$ cat src/rtl/control_unit.sv
// Multicycle FSM controller for the MIPS subset datapath (add/sub/and/addi/lw/sw/beq/bne/j).
// Outputs are registered from the next-state decode; only pc_write in BRANCH looks at eq directly.
module control_unit #(
  parameter int ADDR_PC_OFFSET = 4
) (
  input  logic       clock,
  input  logic       reset,
  input  logic [5:0] opcode,
  input  logic [5:0] funct,
  input  logic       overflow,
  input  logic       eq,
  output logic       pc_write,
  output logic       mem_write,
  output logic       ir_write,
  output logic       reg_write,
  output logic       ab_write,
  output logic       alu_out_write,
  output logic       mdr_write,
  output logic       iord,
  output logic       alu_src_a,
  output logic [1:0] alu_src_b,
  output logic [2:0] alu_control,
  output logic [1:0] pc_source,
  output logic       reg_dst,
  output logic       mem_to_reg,
  output logic [3:0] state,
  output logic       ovf_err,
  output logic       illegal
);

  typedef enum logic [3:0] {
    S_RESET = 4'd0, S_FETCH = 4'd1, S_FETCH_WAIT = 4'd2, S_DECODE = 4'd3,
    S_EXEC_R = 4'd4, S_EXEC_I = 4'd5, S_WB_R = 4'd6, S_WB_I = 4'd7,
    S_MEM_ADDR = 4'd8, S_MEM_READ = 4'd9, S_MEM_READ_WAIT = 4'd10, S_MEM_WB = 4'd11,
    S_MEM_WRITE = 4'd12, S_BRANCH = 4'd13, S_JUMP = 4'd14, S_HALT = 4'd15
  } state_t;

  state_t     state_q, state_d;
  logic       ovf_err_q, ovf_err_d, illegal_q, illegal_d;
  logic       pc_write_q, pc_write_d, mem_write_q, mem_write_d, ir_write_q, ir_write_d;
  logic       reg_write_q, reg_write_d, ab_write_q, ab_write_d;
  logic       alu_out_write_q, alu_out_write_d, mdr_write_q, mdr_write_d;
  logic       iord_q, iord_d, alu_src_a_q, alu_src_a_d, reg_dst_q, reg_dst_d;
  logic       mem_to_reg_q, mem_to_reg_d;
  logic [1:0] alu_src_b_q, alu_src_b_d, pc_source_q, pc_source_d;
  logic [2:0] alu_control_q, alu_control_d;
  logic       funct_ok, funct_arith, branch_taken;

  assign funct_ok     = (funct == 6'h20) || (funct == 6'h22) || (funct == 6'h24);
  assign funct_arith  = (funct == 6'h20) || (funct == 6'h22);
  assign branch_taken = ((opcode == 6'h04) && eq) || ((opcode == 6'h05) && !eq);

  always_comb begin
    state_d   = state_q;
    ovf_err_d = ovf_err_q;
    illegal_d = illegal_q;
    case (state_q)
      S_RESET:      state_d = S_FETCH;
      S_FETCH:      state_d = S_FETCH_WAIT;
      S_FETCH_WAIT: state_d = S_DECODE;
      S_DECODE: begin
        case (opcode)
          6'h00:        state_d = funct_ok ? S_EXEC_R : S_HALT;
          6'h08:        state_d = S_EXEC_I;
          6'h23, 6'h2B: state_d = S_MEM_ADDR;
          6'h04, 6'h05: state_d = S_BRANCH;
          6'h02:        state_d = S_JUMP;
          default:      state_d = S_HALT;
        endcase
        if (state_d == S_HALT) illegal_d = 1'b1;
      end
      S_EXEC_R: begin
        if (overflow && funct_arith) begin
          state_d   = S_HALT;
          ovf_err_d = 1'b1;
        end else begin
          state_d = S_WB_R;
        end
      end
      S_EXEC_I: begin
        if (overflow) begin
          state_d   = S_HALT;
          ovf_err_d = 1'b1;
        end else begin
          state_d = S_WB_I;
        end
      end
      S_MEM_ADDR:      state_d = (opcode == 6'h23) ? S_MEM_READ : S_MEM_WRITE;
      S_MEM_READ:      state_d = S_MEM_READ_WAIT;
      S_MEM_READ_WAIT: state_d = S_MEM_WB;
      S_HALT:          state_d = S_HALT;
      default:         state_d = S_FETCH;
    endcase
  end

  // Decode the state being entered so the registered outputs line up with state_q.
  always_comb begin
    pc_write_d = 1'b0; mem_write_d = 1'b0; ir_write_d = 1'b0; reg_write_d = 1'b0;
    ab_write_d = 1'b0; alu_out_write_d = 1'b0; mdr_write_d = 1'b0; iord_d = 1'b0;
    alu_src_a_d = 1'b0; alu_src_b_d = 2'b00; alu_control_d = 3'b000; pc_source_d = 2'b00;
    reg_dst_d = 1'b0; mem_to_reg_d = 1'b0;
    case (state_d)
      S_FETCH_WAIT: begin
        ir_write_d = 1'b1; pc_write_d = 1'b1; alu_src_b_d = 2'b01; alu_control_d = 3'b001;
      end
      S_DECODE: begin
        ab_write_d = 1'b1; alu_out_write_d = 1'b1; alu_src_b_d = 2'b11; alu_control_d = 3'b001;
      end
      S_EXEC_R: begin
        alu_src_a_d = 1'b1; alu_out_write_d = 1'b1;
        alu_control_d = (funct == 6'h20) ? 3'b001 : (funct == 6'h22) ? 3'b010 : 3'b011;
      end
      S_EXEC_I, S_MEM_ADDR: begin
        alu_src_a_d = 1'b1; alu_src_b_d = 2'b10; alu_control_d = 3'b001; alu_out_write_d = 1'b1;
      end
      S_WB_R:          begin reg_write_d = 1'b1; reg_dst_d = 1'b1; end
      S_WB_I:          reg_write_d = 1'b1;
      S_MEM_READ:      iord_d = 1'b1;
      S_MEM_READ_WAIT: begin iord_d = 1'b1; mdr_write_d = 1'b1; end
      S_MEM_WB:        begin reg_write_d = 1'b1; mem_to_reg_d = 1'b1; end
      S_MEM_WRITE:     begin iord_d = 1'b1; mem_write_d = 1'b1; end
      S_BRANCH: begin
        alu_src_a_d = 1'b1; alu_control_d = 3'b111; pc_source_d = 2'b01;
      end
      S_JUMP:          begin pc_source_d = 2'b10; pc_write_d = 1'b1; end
      default: ;
    endcase
  end

  always_ff @(posedge clock or posedge reset) begin
    if (reset) begin
      state_q <= S_RESET; ovf_err_q <= 1'b0; illegal_q <= 1'b0;
      pc_write_q <= 1'b0; mem_write_q <= 1'b0; ir_write_q <= 1'b0; reg_write_q <= 1'b0;
      ab_write_q <= 1'b0; alu_out_write_q <= 1'b0; mdr_write_q <= 1'b0; iord_q <= 1'b0;
      alu_src_a_q <= 1'b0; alu_src_b_q <= 2'b00; alu_control_q <= 3'b000;
      pc_source_q <= 2'b00; reg_dst_q <= 1'b0; mem_to_reg_q <= 1'b0;
    end else begin
      state_q <= state_d; ovf_err_q <= ovf_err_d; illegal_q <= illegal_d;
      pc_write_q <= pc_write_d; mem_write_q <= mem_write_d; ir_write_q <= ir_write_d;
      reg_write_q <= reg_write_d; ab_write_q <= ab_write_d;
      alu_out_write_q <= alu_out_write_d; mdr_write_q <= mdr_write_d; iord_q <= iord_d;
      alu_src_a_q <= alu_src_a_d; alu_src_b_q <= alu_src_b_d; alu_control_q <= alu_control_d;
      pc_source_q <= pc_source_d; reg_dst_q <= reg_dst_d; mem_to_reg_q <= mem_to_reg_d;
    end
  end

  assign pc_write      = pc_write_q | ((state_q == S_BRANCH) & branch_taken);
  assign mem_write     = mem_write_q;
  assign ir_write      = ir_write_q;
  assign reg_write     = reg_write_q;
  assign ab_write      = ab_write_q;
  assign alu_out_write = alu_out_write_q;
  assign mdr_write     = mdr_write_q;
  assign iord          = iord_q;
  assign alu_src_a     = alu_src_a_q;
  assign alu_src_b     = alu_src_b_q;
  assign alu_control   = alu_control_q;
  assign pc_source     = pc_source_q;
  assign reg_dst       = reg_dst_q;
  assign mem_to_reg    = mem_to_reg_q;
  assign state         = state_q;
  assign ovf_err       = ovf_err_q;
  assign illegal       = illegal_q;

endmodule

$ cat config.mk
export PLATFORM = sky130hd
export DESIGN_NAME = control_unit
export DESIGN_NICKNAME = d
export VERILOG_FILES = /design/src/rtl/control_unit.sv
export SDC_FILE = /design/constraint.sdc
export NUM_CORES = 1
export LEC_CHECK = 0
export CORE_UTILIZATION = 49
export DETAILED_ROUTE_END_ITERATION = 10
export HOLD_SLACK_MARGIN = 0.15
export PLACE_DENSITY = 0.95
export SKIP_LAST_GASP = 1
export SYNTH_ARGS = -nofsm -noshare
export SYNTH_HDL_FRONTEND = slang
export SYNTH_SLANG_ARGS = --single-unit
$ cat constraint.sdc
create_clock -name clock -period 2.8 [get_ports clock]
set_input_delay 0.7 -clock clock [delete_from_list [all_inputs] [get_ports clock]]
set_output_delay 0.7 -clock clock [all_outputs]
set_load 0.02 [all_outputs]
Word level (Yosys, flattened, before mapping):

Index checks and enable logic that the tools add are counted.

* eq/ne operators: 35
* mux-type cells: 26
* bitwise gates (word level): 2
* reductions and logical operators: 20

Operator list (count)
* equality test 4 bit (second input constant): 13
* case mux 4 bit (9 select lines): 1
* equality test 6 bit (second input constant): 5
* equality test 4 x 3 -> 1 bit (second input constant): 6
* case mux 4 bit (5 select lines): 1
* equality test 4 x 2 -> 1 bit (second input constant): 4
* 2-to-1 mux 4 bit: 4
* 2-to-1 mux 1 bit: 14
* equality test 6 x 3 -> 1 bit (second input constant): 2
* OR reduction 4 bit: 3
* case mux 3 bit (3 select lines): 1
* OR reduction 2 bit: 4
* equality test 6 x 2 -> 1 bit (second input constant): 1
* equality test 6 x 4 -> 1 bit (second input constant): 1
* logical NOT 6 bit: 1
* case mux 2 bit (3 select lines): 1
* OR reduction 3 bit: 2
* equality test 4 x 1 -> 1 bit (second input constant): 1
* != test 2 bit (second input constant): 2
* case mux 2 bit (2 select lines): 1
* logical AND 1 bit: 3
* logical OR 1 bit: 3
* 2-to-1 mux 3 bit: 1
* AND reduction 3 bit: 1
* other kinds (7): 7

* flip-flop bits (word level): 24
* output and inout port bits: 24

Logic depth before layout (Yosys ltp):

Gate-level depths: netlist of the first run.

* depth after elaboration: 10
* depth in mapped cells: 9
* gate-level depth less buffers: 7

Least setup slack after synthesis of the first run:

Ideal clock, no wire load.

* path kind: input-to-reg
* start point: in opcode[1]
* end point: reg alu_control_q[1] (netlist: alu_control[1])
* setup time: 0.073 ns
* data arrival time: 2.115 ns
* path slack: 0.611 ns
* stages: 5
* buffers on the path: 0
* cells stage by stage: or4_4 > o311ai_2 > a21oi_2 > a311o_1 > a21oi_2

* longest elaborated chain between the ends: 8
* elaborated cells between the ends (all ways): 21

RTL lines
* from (decl): RTL line 8 `input logic [5:0] opcode,`
* equality test 6 x 3 -> 1 bit or equality test 6 bit (tied branches): RTL line 62 `case (opcode)`
* OR reduction 2 bit: RTL line 62
* case mux 4 bit (5 select lines) *: RTL line 62
* 2-to-1 mux 4 bit *: RTL line 57 `case (state_q)`
* case mux 4 bit (9 select lines) *: RTL line 57
* via state_d[3]: RTL line 38 `state_t state_q, state_d;`
* equality test 4 x 3 -> 1 bit, or another cell as far along: RTL line 102 `case (state_d)`
* OR reduction 4 bit (no source line)
* case mux 3 bit (3 select lines) *: RTL line 102
* via alu_control_d[1]: RTL line 46 `logic [2:0] alu_control_q, alu_control_d;`
* to (signal assigned): RTL line 142 `alu_src_a_q <= alu_src_a_d; alu_src_b_q <= alu_src_b_d; alu_control_q <= alu_control_d;`
* to (decl): RTL line 46

The timed path passes the listed nets; every way through them passes the cells marked *. The select of a mux whose other input is x is not followed.
A chain may end at the register's enable or synchronous reset.

Worst setup path in the final report of the first run:

* start point: in opcode[0]
* end point: out pc_write

* longest elaborated chain between the ends: 5
* elaborated cells between the ends (all ways): 7

RTL lines
* equality test 6 x 3 -> 1 bit: RTL line 51 `assign branch_taken = ((opcode == 6'h04) && eq) || ((opcode == 6'h05) && !eq);`
* logical AND 1 bit: RTL line 51
* logical OR 1 bit *: RTL line 51
* AND 1 bit *: RTL line 147 `assign pc_write = pc_write_q | ((state_q == S_BRANCH) & branch_taken);`
* OR 1 bit *: RTL line 147
* to (decl): RTL line 12 `output logic pc_write,`

Every way passes the cells marked *; elsewhere a longest branch is shown, timed or not.

==> results.md, run 1 <==
* Syn Nets at 143
* Post_cts resized at 2
* Unique masters post-synth at 49
* Total negative slack at 0 ps
* Worst EP arrival at 2010 ps
* Yosys reg bits at 24
* Starting DRT DRC Count at 50
* Top-Level Pins at 40
* Netlist Area Pre-Place at 1250 um^2
* Synthesis-to-finish area growth at 44.4%
* Yosys top cell area share at 47.9%
* Cell Area, Placed at 1770 um^2
* Drt total wl at 3.03 mm
* Max-cap viol count at 0
* Filler cells at 141
* Initial antenna violation count at 0
* Pins over their slew limit at 0
* Layout cells sized above 1 at 19.3%
* Syn Inst Count at 127
* CTS Sinks at 24
* Async SR Flop Fraction at 100%
* Rel. slew slack at 68.0%
* PwrDens at 1070 nW/um^2
* Die Wd at 52.6 um
* Pre-CTS WS at -267 ps
* Initial Utilization at 54.1%
* Layout net count at 198
* Sequential Area at 601 um^2
* Vias per inst at 5.96
* Hold path depth at 1
* # DRC at 0
* GR Util All Layers at 24.7%
* EDFF count, synth at 0
* Clock tree buffer depth at 2
* Synth Flop Type: dfrtp_1
* First-pass DRT Iterations at 5
* Clk Tree Root Cell: clkbuf_4
* CP max FO at 2
* RSZ-0062 raised after global routing: false
* Die Y at 52.6 um
* Design area at 1810 um^2
* Register area share after synthesis at 47.9%
* Max VDD drop at 0.000746 V
* Status: finished clean
* Commonest cells after routing, fill and taps aside: 38 x clkdlybuf4s50_1, 24 x dfrtp_1, 17 x nor2_1, 17 x buf_4, 9 x nand2_1
* Port buffer count at 39
* LEAKAGE at 0.788 nW
* Fmax at 0.369 GHz
* Die ar. at 2770 um^2
* Post-synth top area cell: dfrtp_1
* Clock transition at path regs at 130 ps
* Final Cycle Share at 96.8%
* H-tree levels at 1
* Number of global-route vias before repair at 1138
* Num CTS Buffers at 3
* Cts-stage hold buffer count at 0
* Max reg flops at 4
* Crit path capture type: primary output
* Post-CTS Setup Inserts at 0
* Type of the most critical hold path: reg2reg
* Setup ws final at 88.8 ps
* Worst-Skew Late Latency at 310 ps
* Final core occ at 78.1%
* Cell row count at 17
* Min cycle time layout at 2710 ps
* Critical Path RT at 2100 ps
* Largest net degree at the start of global routing at 25
* CP Launch Type: input pin
* Setup Skew at 3.54 ps
* Hold Slack at 502 ps
* Via count at 1246
* Final setup fails at 0
* DR WL/cell at 14.5 um
* Grt ovf at 0
* Synth area leaders: dfrtp_1 48%, nor2_1 5.1%, nand2_1 2.7%, o221ai_1 2.1%, a21oi_1 2.0%
* Area occupied by multi-input gates at 601 um^2
* Routability cong. at 0.880
* Final hold violation count at 0
* Core area at 2320 um^2
* Hold Path Origin: ovf_err
* Critical Path Source: opcode[0]
* Critical Setup Path Class: in2out
* Yosys warns at 0
* CTS tree: yes
* Reg-to-Reg Start: state[1]
* N_diodes at 0
* Dpl hpwl at 2.37 mm
* Antenna-violating nets left at 0
* Commonest non-fill, non-tap cell in the layout: clkdlybuf4s50_1
* Syn_area_per_cell at 9.88 um^2
* Slew @ Worst Pin at 477 ps
* Worst reg2reg path depth at 8
* First-pass GRT wire length at 5.11 mm
[through the flow]
step	power, mW	cells
2_1_floorplan	1.25	127
3_3_place_gp	1.71	205
3_5_place_dp	1.75	205
4_1_cts	1.93	209
5_1_grt	2.07	209
6_report	1.95	209
[worst paths after layout]
kind / endpoint / slack [ps]
setup / recovery: pc_write / 90
hold / removal: ovf_err / 500
setup reg to reg: alu_control[1] / 510
hold reg to reg: ovf_err / 500
max in group asynchronous: alu_control[1] / 1870
min in group asynchronous: alu_out_write / 710
[worst max-delay path, stage by stage]
cell	delay [ps]
clkdlybuf4s50_1	450
xnor2_1	160
nor4b_2	240
a21o_1	140
dlygate4sd2_1	330
[where the power goes]
part	switching, mW	internal, mW	leakage (nW)
Clock	0.103	0.0794	0.0210
Sequential	0.0499	0.469	0.309
Combinational	0.698	0.547	0.457
Total	0.851	1.09	0.788
[area by class of cell]
class / instances / share of cell area (%)
sequential: 24 / 33.1
multi-input combinational: 91 / 33.1
inverter: 6 / 1.24
clock buffer: 4 / 2.00
timing repair buffer: 56 / 28.5
tap: 28 / 1.93
[cell usage after synthesis (2+ instances only)]
master    count
dfrtp_1      24
nor2_1       17
nand2_1       9
a21oi_1       5
inv_1         5
nor4_1        4
and3_1        3
buf_2         3
nor3_1        3
o21ai_0       3
o221ai_1      3
a21o_1        2
a21oi_2       2
and3_2        2
nand2b_1      2
nand4_1       2
nor3b_1       2
nor4b_1       2
o21bai_1      2
o32ai_1       2
or2_1         2
[layer usage]
layer	share of wire (%)	up-vias	wire, um	track usage (%)
met2	54	68	1620	42.2
met5	0	-	0	0
met3	7.4	8	223	2.32
met1	38	597	1160	32.4
li1	-	573	-	-
met4	0.79	0	24	8.33
[cells by family after synthesis]
logic type      after synthesis  synth area share, %
simple gates                 59                 27.3
compound gates               31                 19.3
flops                        24                 47.9
buf+inv                      12                 4.79
xor+xnor                      1                0.698
Power figures use the tool's default switching activity.
==> run 2, diff against run 1 <==
--- a/config.mk
+++ b/config.mk
@@ -5,10 +5,10 @@
 export SDC_FILE = /design/constraint.sdc
 export NUM_CORES = 1
 export LEC_CHECK = 0
-export CORE_UTILIZATION = 49
+export CORE_UTILIZATION = 45
 export DETAILED_ROUTE_END_ITERATION = 10
 export HOLD_SLACK_MARGIN = 0.15
-export PLACE_DENSITY = 0.95
+export PLACE_DENSITY = 0.89
 export SKIP_LAST_GASP = 1
 export SYNTH_ARGS = -nofsm -noshare
 export SYNTH_HDL_FRONTEND = slang
==> constraint.sdc (replaced) <==
create_clock -name clock -period 2.55 [get_ports clock]
set_input_delay 0.6375 -clock clock [delete_from_list [all_inputs] [get_ports clock]]
set_output_delay 0.6375 -clock clock [all_outputs]
set_load 0.02 [all_outputs]
==> results.md, run 2 (synthesized netlist as in run 1, its figures left out) <==
* Antenna-violating nets left at 0 (unchanged)
* Hold path depth at 1 (unchanged)
* Final core occ at 75.3% (-2.8 points)
* Hold Slack at 501 ps (-1.69 ps)
* Hold Path Origin: ovf_err
* Commonest cells after routing, fill and taps aside: 38 x clkdlybuf4s50_1, 26 x buf_4, 24 x dfrtp_1
* Grt met2 use at 43.0% (+0.78 points)
* Layout net count at 207 (+4.5%)
* Die Wd at 54.8 um (+4.2%)
* Starting DRT DRC Count at 43 (-14%)
* Slowest CP cell: or4_4
* Final setup fails at 0 (unchanged)
* Layout cells sized above 1 at 25.8% (+6.5 points)
* Rel. slew slack at 66.7% (-1.3 points)
* Worst reg2reg path depth at 8 (unchanged)
* Slew @ Worst Pin at 492 ps (+15.1 ps)
* Core area at 2540 um^2 (+9.8%)
* Largest net degree at the start of global routing at 25 (unchanged)
* Cell row count at 18 (+1)
* Max-cap viol count at 0 (unchanged)
* CP max FO at 9 (+7)
* H-tree levels at 1 (unchanged)
* Inst Count DP at 214 (+4.4%)
* CP bufs+invs at 2 (unchanged)
* Worst-Skew Late Latency at 320 ps (about the same)
* Fin cells at 220 (+5.3%)
* Reg-to-Reg Start: state[1]
* First-pass GRT wire length at 5.32 mm (+4.2%)
* LEAKAGE at 0.836 nW (+6.2%)
* Cts-stage hold buffer count at 0 (unchanged)
* R2R setup slack at 360 ps (-150 ps)
* Pins over their slew limit at 0 (unchanged)
* Type of the most critical hold path: reg2reg
* Commonest non-fill, non-tap cell in the layout: clkdlybuf4s50_1
* Via count at 1272 (+2.1%)
* Critical Path RT at 2810 ps (+710 ps)
* Setup Skew at 4.32 ps (+0.779 ps)
* Max reg flops at 4 (unchanged)
* Pre-CTS WS at -376 ps (-109 ps)
* Initial Utilization at 49.3% (-4.8 points)
* First-pass DRT Iterations at 5 (unchanged)
* Clock tree buffer depth at 2 (unchanged)
* CP Launch Type: input pin
* Routing usage on met3 at 4.17% (+1.8 points)
* PwrDens at 1190 nW/um^2 (+11%)
* Crit. path cell count at 7 (+2)
* CP peak stage delay at 540 ps (+90 ps)
* Routability cong. at 0.876 (-0.47%)
* Vias per inst at 5.78 (-3.0%)
* Grt ovf at 0 (unchanged)
* Initial antenna violation count at 0 (unchanged)
* Synthesis-to-finish area growth at 52.7%
* R2r endpoint: alu_control[1]
* Min cycle time layout at 2500 ps
* Die Y at 54.8 um (+4.2%)
* Worst EP arrival at 2760 ps (+750 ps)
* Worst-path cell chain: clkdlybuf4s50_1 -> buf_4 -> or4_4 -> o311ai_4 -> a21oi_4 -> a311o_1 -> a21oi_2
* Met1 GRT Util at 32.0% (-0.34 points)
* Final hold violation count at 0 (unchanged)
* CTS tree: yes
* Drt total wl at 3.50 mm (+16%)
* DR WL/cell at 15.9 um (+9.9%)
* Critical Setup Path Class: in2reg
* Setup ws final at 51.6 ps (-37.3 ps)
* Design Power at 2.28 mW (+17%)
* Status: finished clean
* RSZ-0062 raised after global routing: true
* Crit-path leading delay family: compound AO/OA/AOI/OAI gates
* Crit path capture type: flip-flop
* Grt peak-use layer: met2
* # DRC at 0 (unchanged)
* Fmax at 0.400 GHz
* Die ar. at 3000 um^2 (+8.6%)
* Number of global-route vias before repair at 1164 (+2.3%)
* Dpl hpwl at 2.51 mm (+6.3%)
* Top-Level Pins at 40 (unchanged)
* Final Cycle Share at 98.0%
* Max VDD drop at 0.000863 V (+16%)
* GR Util All Layers at 25.4% (+0.71 points)
* Clock transition at path regs at 120 ps (about the same)
* N_diodes at 0 (unchanged)
* CTS Sinks at 24 (unchanged)
* Num CTS Buffers at 3 (unchanged)
* Clk Tree Root Cell: clkbuf_4
* Worst Hold Path EP: ovf_err
* Port buffer count at 39 (unchanged)
-- run 2: metal layers --
metal	part of all wire (%)	up-vias	routed length, um
met5	0	-	0
met2	51	47	1800
met3	5.5	8	191
met4	1.6	0	55
li1	-	597	-
met1	42	620	1460
-- run 2: layout make-up --
class,instances,area (um^2)
tap,30,37.5
fill,174,628
inverter,6,22.5
timing repair buffer,65,581
clock buffer,4,36.3
sequential,24,601
multi-input combinational,91,639
-- run 2: worst max path at each step --
stage               from             end  slack [ps]
3_5_place_dp   opcode[0]        pc_write        -380
3_3_place_gp   opcode[0]        pc_write        -250
4_1_cts        opcode[0]  alu_control[1]          40
2_1_floorplan  opcode[1]  alu_control[1]         420
6_report       opcode[0]  alu_control[1]          50
5_1_grt        opcode[5]       alu_src_a         -40
-- run 2: power breakdown --
group	leakage [nW]	internal (mW)	switching [mW]
logic	0.506	0.679	0.845
registers	0.309	0.515	0.0419
clock network	0.0210	0.0874	0.115
total	0.836	1.28	1.00
-- run 2: metrics by stage --
step | setup TNS, ps | instance area, um^2
6_report | 0 | 1920
3_3_place_gp | -1770 | 1830
5_1_grt | -99.5 | 1920
4_1_cts | 0 | 1880
3_5_place_dp | -2680 | 1830
2_1_floorplan | 0 | 1250
-- run 2: repair_timing --
item	CTS	global route
endpoints found under the hold margin	0	0
endpoints found under the setup margin	2	8
pin swaps	1	4
setup buffers	2	0
gates resized for setup	4	7
==> run 3, diff against run 2 <==
--- a/config.mk
+++ b/config.mk
@@ -5,6 +5,7 @@
 export SDC_FILE = /design/constraint.sdc
 export NUM_CORES = 1
 export LEC_CHECK = 0
+export CORE_ASPECT_RATIO = 0.75
 export CORE_UTILIZATION = 45
 export DETAILED_ROUTE_END_ITERATION = 10
 export HOLD_SLACK_MARGIN = 0.15
==> results.md, run 3 (synthesized netlist as in run 1, its figures left out) <==
* Sequential Area at 601 um^2 (unchanged)
* Number of global-route vias before repair at 1129 (-3.0%)
* Clock transition at path regs at 80 ps (-40 ps)
* CP max FO at 1 (-8)
* LEAKAGE at 0.848 nW (+1.5%)
* Area occupied by multi-input gates at 689 um^2 (+7.8%)
* Type of the most critical hold path: reg2reg
* Core area at 2620 um^2 (+3.0%)
* Pins over their slew limit at 0 (unchanged)
* DR WL/cell at 16.7 um (+5.1%)
* Critical Path RT at 1910 ps (-900 ps)
* Max reg flops at 4 (unchanged)
* Min cycle time layout at 2520 ps (+20.8 ps)
* Max-cap viol count at 0 (unchanged)
* Starting DRT DRC Count at 79 (+84%)
* CP Launch Type: input pin
* Port buffer count at 39 (unchanged)
* Clock tree buffer depth at 2 (unchanged)
* Antenna-violating nets left at 0 (unchanged)
* GR Util All Layers at 23.3% (-2.1 points)
* Vias per inst at 5.83 (+0.86%)
* Max VDD drop at 0.000826 V (-4.3%)
* CTS Sinks at 24 (unchanged)
* H-tree levels at 1 (unchanged)
* Cell row count at 16 (-2)
* Layout cells sized above 1 at 26.1% (+0.30 points)
* Synthesis-to-finish area growth at 57.1%
* Initial Utilization at 47.9% (-1.5 points)
* Setup ws final at 30.8 ps (-20.8 ps)
* Num CTS Buffers at 3 (unchanged)
* Filler cells at 173 (-0.57%)
* Drt total wl at 3.68 mm (+5.1%)
* Top-Level Pins at 40 (unchanged)
* PwrDens at 1220 nW/um^2 (+2.6%)
* Fmax at 0.397 GHz (-0.82%)
* Design Power at 2.41 mW (+5.5%)
* First-pass GRT wire length at 5.12 mm (-3.8%)
* Pre-CTS WS at -396 ps (-20.0 ps)
* Final Cycle Share at 98.8% (+0.81 points)
* Setup Skew at 1.99 ps (-2.34 ps)
* Clk Tree Root Cell: clkbuf_8
* N_diodes at 0 (unchanged)
* Final hold violation count at 0 (unchanged)
* Worst-Skew Late Latency at 270 ps (-50 ps)
* First-pass DRT Iterations at 4 (-1)
* Cell Area, Placed at 1800 um^2 (-1.6%)
* Routability cong. at 0.813 (-7.2%)
* Die Wd at 63.0 um (+15%)
* # DRC at 0 (unchanged)
* Final core occ at 75.2% (-0.13 points)
* Crit path capture type: primary output
* Final setup fails at 0 (unchanged)
* Die ar. at 3010 um^2 (about the same)
* Slew @ Worst Pin at 628 ps (+136 ps)
* Commonest non-fill, non-tap cell in the layout: clkdlybuf4s50_1
* Critical Setup Path Class: in2out
* Grt ovf at 0 (unchanged)
* Layout net count at 201 (-2.9%)
* Rel. slew slack at 58.0% (-8.7 points)
* Initial antenna violation count at 0 (unchanged)
* RSZ-0062 raised after global routing: true
* Die Y at 47.7 um (-13%)
* Design area at 1970 um^2 (+2.9%)
* CTS tree: yes
* Dpl hpwl at 2.47 mm (-1.6%)
* Largest net degree at the start of global routing at 25 (unchanged)
* Worst EP arrival at 1880 ps (-880 ps)
* Status: finished clean
* Via count at 1283 (+0.86%)
* Hold Slack at 479 ps (-21.3 ps)
* Commonest cells after routing, fill and taps aside: 36 x clkdlybuf4s50_1, 24 x dfrtp_1, 18 x buf_4
[run 3: stage by stage]
| step | TNS (ps) | cells |
|---|---|---|
| after floorplan | 0 | 127 |
| after global placement | -1870 | 215 |
| after detailed placement | -3550 | 215 |
| after CTS | 0 | 219 |
| after global routing | -64.8 | 220 |
| final | 0 | 220 |
[run 3: power by group]
group	internal [mW]	switching, mW	total, mW	leakage (nW)
combinational	0.646	0.869	1.52	0.503
sequential	0.516	0.0441	0.560	0.309
clock	0.210	0.124	0.334	0.0357
[run 3: worst max-delay path, stage by stage]
cell and delay, ps:
clkdlybuf4s50_1 440, xnor2_1 150, nor4b_2 250, a21o_1 150, clkdlybuf4s15_2 250
[run 3: area by class of cell]
| type | count | area share, % |
|---|---|---|
| flip-flops and latches | 24 | 30.5 |
| repair buffers | 58 | 27.5 |
| well taps | 36 | 2.28 |
| clock buffers | 3 | 2.09 |
| clock inverters | 1 | 1.52 |
| multi-input cells | 92 | 35.0 |
| inverters | 6 | 1.14 |
[run 3: layer usage]
layer | vias to the layer above | track usage, % | share of wire [%]
li1 | 587 | - | -
met1 | 611 | 28.7 | 43
met2 | 73 | 40.0 | 48
met3 | 12 | 6.90 | 7.5
met4 | 0 | 9.30 | 1.1
met5 | - | 0 | 0
[run 3: path summary, 6_finish.rpt]
check / start / end / slack, ps / depth (start not counted)
worst max register to register: state[1] / pc_write_q / 230 / 8
worst min-delay path: illegal / illegal / 480 / 1
worst min register to register: illegal / illegal / 480 / 1
worst max-delay path: eq / pc_write / 30 / 5
max in group asynchronous: reset / alu_src_a / 1610 / 3
min in group asynchronous: reset / iord / 710 / 3
[run 3: timing repair]
action,4_1_cts,5_1_grt
setup endpoints to repair,6,8
gates cloned,0,1
hold buffers,0,0
setup buffers,0,0
pin swaps,1,7
resized for setup,5,16
